## src/rtl/eth_manchester_tx_if.sv

```systemverilog
// eth_manchester_tx_if: byte-stream source handshake for the Manchester transmitter
interface eth_manchester_tx_if;
  logic       tx_start;
  logic [7:0] tx_data;
  logic       tx_valid;
  logic       tx_last;
  logic       tx_ready;
  modport master(output tx_start, tx_data, tx_valid, tx_last, input tx_ready);
  modport slave(input tx_start, tx_data, tx_valid, tx_last, output tx_ready);
endinterface

```

## src/rtl/eth_manchester_tx.sv

```systemverilog
// eth_manchester_tx: byte stream to 10BASE-T Manchester line with preamble, SFD, ETD and inter-frame gap
module eth_manchester_tx #(
  parameter int         PREAMBLE_BYTES = 7,
  parameter logic [7:0] SFD_BYTE       = 8'hD5,
  parameter int         ETD_CLKS       = 4,
  parameter int         IFG_BITS       = 96
) (
  input  logic               w_clk,
  input  logic               n_rst,
  eth_manchester_tx_if.slave bus,
  output logic               Ethernet_Out,
  output logic               tx_en,
  output logic               tx_busy,
  output logic               tx_done,
  output logic               tx_error
);
  localparam logic [2:0] IDLE = 3'd0;
  localparam logic [2:0] PRE  = 3'd1;
  localparam logic [2:0] SFD  = 3'd2;
  localparam logic [2:0] DATA = 3'd3;
  localparam logic [2:0] ETD  = 3'd4;
  localparam logic [2:0] IFG  = 3'd5;
  localparam logic [7:0] PRE_END = 8'(PREAMBLE_BYTES - 1);
  localparam logic [7:0] ETD_END = 8'(ETD_CLKS - 1);
  localparam logic [7:0] IFG_END = 8'(2 * IFG_BITS - 1);
  logic [2:0] state, bit_cnt;
  logic [7:0] cnt, sh, hold;
  logic       half, cur_last, full, hold_last, last_acc, ser, hs, byte_end;
  always_comb begin
    ser          = state == PRE || state == SFD || state == DATA;
    byte_end     = ser && half && bit_cnt == 3'd7;
    bus.tx_ready = ser && !full && !last_acc;
    hs           = bus.tx_valid && bus.tx_ready;
    Ethernet_Out = ser ? (half ? sh[0] : ~sh[0]) : state == ETD;
    tx_en        = ser || state == ETD;
    tx_busy      = state != IDLE;
    tx_done      = state == IFG && cnt == 8'd0;
  end
  always_ff @(posedge w_clk or negedge n_rst) begin
    if (!n_rst) begin
      state     <= IDLE;
      bit_cnt   <= 3'd0;
      cnt       <= 8'd0;
      sh        <= 8'd0;
      hold      <= 8'd0;
      half      <= 1'b0;
      cur_last  <= 1'b0;
      full      <= 1'b0;
      hold_last <= 1'b0;
      last_acc  <= 1'b0;
      tx_error  <= 1'b0;
    end else begin
      case (state)
        IDLE: if (bus.tx_start) begin
          state    <= PRE;
          sh       <= 8'h55;
          half     <= 1'b0;
          bit_cnt  <= 3'd0;
          cnt      <= 8'd0;
          cur_last <= 1'b0;
          full     <= 1'b0;
          last_acc <= 1'b0;
          tx_error <= 1'b0;
        end
        PRE, SFD, DATA: begin
          half <= ~half;
          if (half) begin
            bit_cnt <= bit_cnt + 3'd1;
            sh      <= {1'b0, sh[7:1]};
          end
          if (byte_end) begin
            if (state == PRE) begin
              cnt   <= cnt + 8'd1;
              sh    <= cnt == PRE_END ? SFD_BYTE : 8'h55;
              state <= cnt == PRE_END ? SFD : PRE;
            end else if (state == DATA && cur_last) begin
              state <= ETD;
              cnt   <= 8'd0;
            end else if (full) begin
              sh       <= hold;
              cur_last <= hold_last;
              full     <= 1'b0;
              state    <= DATA;
            end else begin
              tx_error <= 1'b1;
              state    <= ETD;
              cnt      <= 8'd0;
            end
          end
        end
        ETD: begin
          cnt   <= cnt == ETD_END ? 8'd0 : cnt + 8'd1;
          state <= cnt == ETD_END ? IFG : ETD;
        end
        IFG: begin
          cnt   <= cnt + 8'd1;
          state <= cnt == IFG_END ? IDLE : IFG;
        end
        default: state <= IDLE;
      endcase
      if (hs) begin
        hold      <= bus.tx_data;
        hold_last <= bus.tx_last;
        full      <= 1'b1;
        last_acc  <= last_acc | bus.tx_last;
      end
    end
  end
endmodule

```

## src/flat_wrapper.sv

```systemverilog
// flat-port wrapper written by rule: the top's interface ports become plain ports
module eth_manchester_tx_flat 
#(
  parameter int         PREAMBLE_BYTES = 7,
  parameter logic [7:0] SFD_BYTE       = 8'hD5,
  parameter int         ETD_CLKS       = 4,
  parameter int         IFG_BITS       = 96
)
  (w_clk, n_rst, Ethernet_Out, tx_en, tx_busy, tx_done, tx_error, bus_tx_start, bus_tx_data, bus_tx_valid, bus_tx_last, bus_tx_ready);
  eth_manchester_tx_if bus_i ();
  input  logic w_clk;
  input  logic n_rst;
  output logic Ethernet_Out;
  output logic tx_en;
  output logic tx_busy;
  output logic tx_done;
  output logic tx_error;
  input wire logic [$bits(bus_i.tx_start)-1:0] bus_tx_start;
  input wire logic [$bits(bus_i.tx_data)-1:0] bus_tx_data;
  input wire logic [$bits(bus_i.tx_valid)-1:0] bus_tx_valid;
  input wire logic [$bits(bus_i.tx_last)-1:0] bus_tx_last;
  output wire logic [$bits(bus_i.tx_ready)-1:0] bus_tx_ready;
  assign bus_i.tx_start = bus_tx_start;
  assign bus_i.tx_data = bus_tx_data;
  assign bus_i.tx_valid = bus_tx_valid;
  assign bus_i.tx_last = bus_tx_last;
  assign bus_tx_ready = bus_i.tx_ready;
  eth_manchester_tx #(.PREAMBLE_BYTES(PREAMBLE_BYTES), .SFD_BYTE(SFD_BYTE), .ETD_CLKS(ETD_CLKS), .IFG_BITS(IFG_BITS)) u_core (.w_clk(w_clk), .n_rst(n_rst), .bus(bus_i), .Ethernet_Out(Ethernet_Out), .tx_en(tx_en), .tx_busy(tx_busy), .tx_done(tx_done), .tx_error(tx_error));
endmodule
```

## config.mk

```make
export PLATFORM = sky130hd
export DESIGN_NAME = eth_manchester_tx_flat
export DESIGN_NICKNAME = d
export VERILOG_FILES = /design/src/rtl/eth_manchester_tx_if.sv /design/src/rtl/eth_manchester_tx.sv /design/src/flat_wrapper.sv
export SDC_FILE = /design/constraint.sdc
export NUM_CORES = 1
export LEC_CHECK = 0
export CAP_MARGIN = 20
export CORE_ASPECT_RATIO = 0.9
export CORE_UTILIZATION = 40
export CTS_CLUSTER_SIZE = 28
export DETAILED_ROUTE_END_ITERATION = 8
export PLACE_DENSITY = 0.7
export SETUP_SLACK_MARGIN = 0.3
export SLEW_MARGIN = 20
export SYNTH_ARGS = -nofsm -noshare
export SYNTH_HDL_FRONTEND = slang
export SYNTH_SLANG_ARGS = --single-unit
```

## constraint.sdc

```tcl
create_clock -name w_clk -period 2.9 [get_ports w_clk]
set_input_delay 0.87 -clock w_clk [delete_from_list [all_inputs] [get_ports w_clk]]
set_output_delay 0.87 -clock w_clk [all_outputs]
set_load 0.005 [all_outputs]
```

==> impl_metrics.json <==
{
  "status": "finished, final reports clean",
  "num_rows": 23,
  "synth_common_cells": "dfrtp_1, nand2_1, nor2_1",
  "peakVddDrop_mv": 0.531,
  "clock.fmax_mhz": 385,
  "worst_slack_ps": 300,
  "wl_per_cell_um": 14.5,
  "tightest_slew_ps": 689,
  "synth_most_common_cell": "dfrtp_1",
  "routed_wl_mm": 4.15,
  "die_w_um": 76.4,
  "p_leak_nw": 1.07,
  "synth_top_area_share_pct": 45.2,
  "clock-skew-final_ps": 3.93,
  "setup-tns-final_ps": 0,
  "post-dp-hpwl_mm": 2.86,
  "syn_to_final_growth_pct": 21.1,
  "netlist-cell-type-count": 45,
  "drc_errors": 0,
  "tritoncts": "yes",
  "nNetsFinal": 243,
  "cts_htree_levels": 2,
  "grt_util_met1_pct": 23.0,
  "antennaDiodeCount": 0,
  "slew_viol_final": 0,
  "grt_util_met2_pct": 29.1,
  "power_density_nw_per_um2": 1040,
  "endpoint_kind": "primary output",
  "ys_seq_area_share_pct": 45.2,
  "synth_area_um2": 1990,
  "drtPass1Iterations": 4,
  "final.min_clock_period_ps": 2600,
  "cts_inserted_buffers": 5,
  "cts_sinks": 36,
  "ys.flop_type": "dfrtp_1",
  "syn_nets": 215,
  "drive_gt1_share_pct": 21.8,
  "async_flop_share_pct": 100,
  "die_area_um2": 5270,
  "io_buffers": 18,
  "worstPathArrival_ps": 1730,
  "rsz0062_at_grt": "true",
  "synthTopCellsByArea": "dfrtp_1, mux2_2, a221o_1",
  "yosysWarnings": 0,
  "grt_pass1_wl_mm": 7.12,
  "post-place-ws_ps": 205,
  "hold_class": "flop to flop",
  "critPathLaunchType": "flop",
  "antenna_found_initial": 0,
  "synth_top_area_cell": "dfrtp_1",
  "start_util_pct": 43.3,
  "core_um2": 4600,
  "cp_max_fo": 5,
  "ctsHoldBuffers": 0,
  "cp.required_ps": 2030,
  "cts_root_buffer": "clkbuf_8",
  "dieHeight_um": 69.0,
  "syn_inst": 197,
  "finalHoldViolCount": 0,
  "finalSetupViolCount": 0,
  "grt_pass1_vias": 1542,
  "cap_violations": 0,
  "synth_edf_count": 0,
  "total_power_mw": 2.50,
  "synth.avg_cell_area_um2": 10.1,
  "path_clk_slew_ps": 70,
  "clock_latency_ps": 290,
  "via_per_inst": 5.54,
  "gp_congestion": 0.795,
  "io-pin-count": 19,
  "worstSetupPathType": "flop to primary output",
  "ant_nets": 0,
  "met3_usage_pct": 3.82,
  "busiest_layer": "met2",
  "synth_seq_cells": 36,
  "slew_headroom_pct": 53.8,
  "grt_remaining_overflow": 0,
  "grt_max_degree": 37,
  "period_share_pct": 89.7,
  "num_vias": 1591,
  "first_iter_violations": 77,
  "clock_path_buffers": 2,
  "grt_usage_pct": 17.7
}
-- cell usage in the layout (no fill, tap or decap), types with 3 or more instances in the layout --
cell / count
dfrtp_1: 33
nand2_1: 19
clkdlybuf4s50_1: 15
nor2_1: 14
buf_4: 12
o21ai_0: 11
mux2_2: 10
inv_1: 8
mux2i_1: 8
a221o_1: 8
clkbuf_8: 7
nor2b_1: 6
a21oi_1: 5
o221a_2: 5
ha_1: 5
a31oi_1: 4
and3_1: 4
or2_2: 3
nand2b_1: 3
dfrtp_2: 3
-- routing by layer --
layer  part of all wire, %  wire [um]
met1                    51       2130
met2                    44       1820
met3                   3.1        130
met4                   1.5         62
met5                     0          0
-- metrics by stage --
step	std cells	utilization, %	hold slack [ps]	cell area, um^2
6_report	287	52.4	510	2410
5_1_grt	287	52.4	535	2410
4_1_cts	286	52.0	511	2390
3_5_place_dp	274	48.7	494	2240
3_3_place_gp	274	48.7	491	2240
2_1_floorplan	197	-	473	1990
-- report_power, final --
part | internal [mW] | total [mW] | switching, mW | leakage, nW
Clock | 0.212 | 0.389 | 0.178 | 0.0503
Combinational | 0.633 | 1.17 | 0.534 | 0.594
Sequential | 0.730 | 0.947 | 0.217 | 0.430
Total | 1.57 | 2.50 | 0.928 | 1.07
-- flip-flops by register name (all words and copies together), names as in the netlist --
register / cells
u_core.hold_last: 1
u_core.cur_last: 1
u_core.full: 1
u_core.hold: 8
u_core.tx_error: 1
u_core.half: 1
u_core.sh: 8
u_core.cnt: 8
u_core.bit_cnt: 3
u_core.last_acc: 1
u_core.state: 3
-- cell families (layout without fill, tap and decap cells) --
kind of cell	after synthesis	in the layout	synth area share [%]
AOI/OAI and AO/OA	53	53	20.3
muxes	18	18	9.67
buffers and inverters	17	45	4.14
and+or+nand+nor	66	66	16.6
adders and majority gates	5	5	3.14
xor gates and xnor gates	2	2	0.879
DFF	36	36	45.2
-- path summary, 6_finish.rpt --
kind | from | to | slack (ps) | depth (start not counted)
setup / recovery | u_core.state[2] | Ethernet_Out | 300 | 3
hold / removal | u_core.hold_last | u_core.hold_last | 510 | 1
setup reg to reg | u_core.bit_cnt[0] | u_core.cnt[3] | 830 | 6
hold reg to reg | u_core.hold_last | u_core.hold_last | 510 | 1
max in group asynchronous | n_rst | u_core.state[2] | 1550 | 2
min in group asynchronous | n_rst | u_core.full | 990 | 2
-- critical path, cell delays in order, from the launching register on --
cell and delay (ps):
dfrtp_2 440, o21bai_2 260, o21ai_1 220, clkdlybuf4s50_1 530
-- final cells by class --
class                      count  area, um^2
clock buffer                   7        96.3
multi-input combinational    144        1030
inverter                       8        30.0
fill                         442        2190
timing repair buffer          30         274
sequential                    36         905
tap                           62        77.6
-- what timing repair did --
action                     CTS  global route
setup buffers                5             1
gates resized for setup      8             5
setup endpoints to repair    5             4
pin swaps                    1             2
No activity file was read; power rests on OpenSTA's default activity.
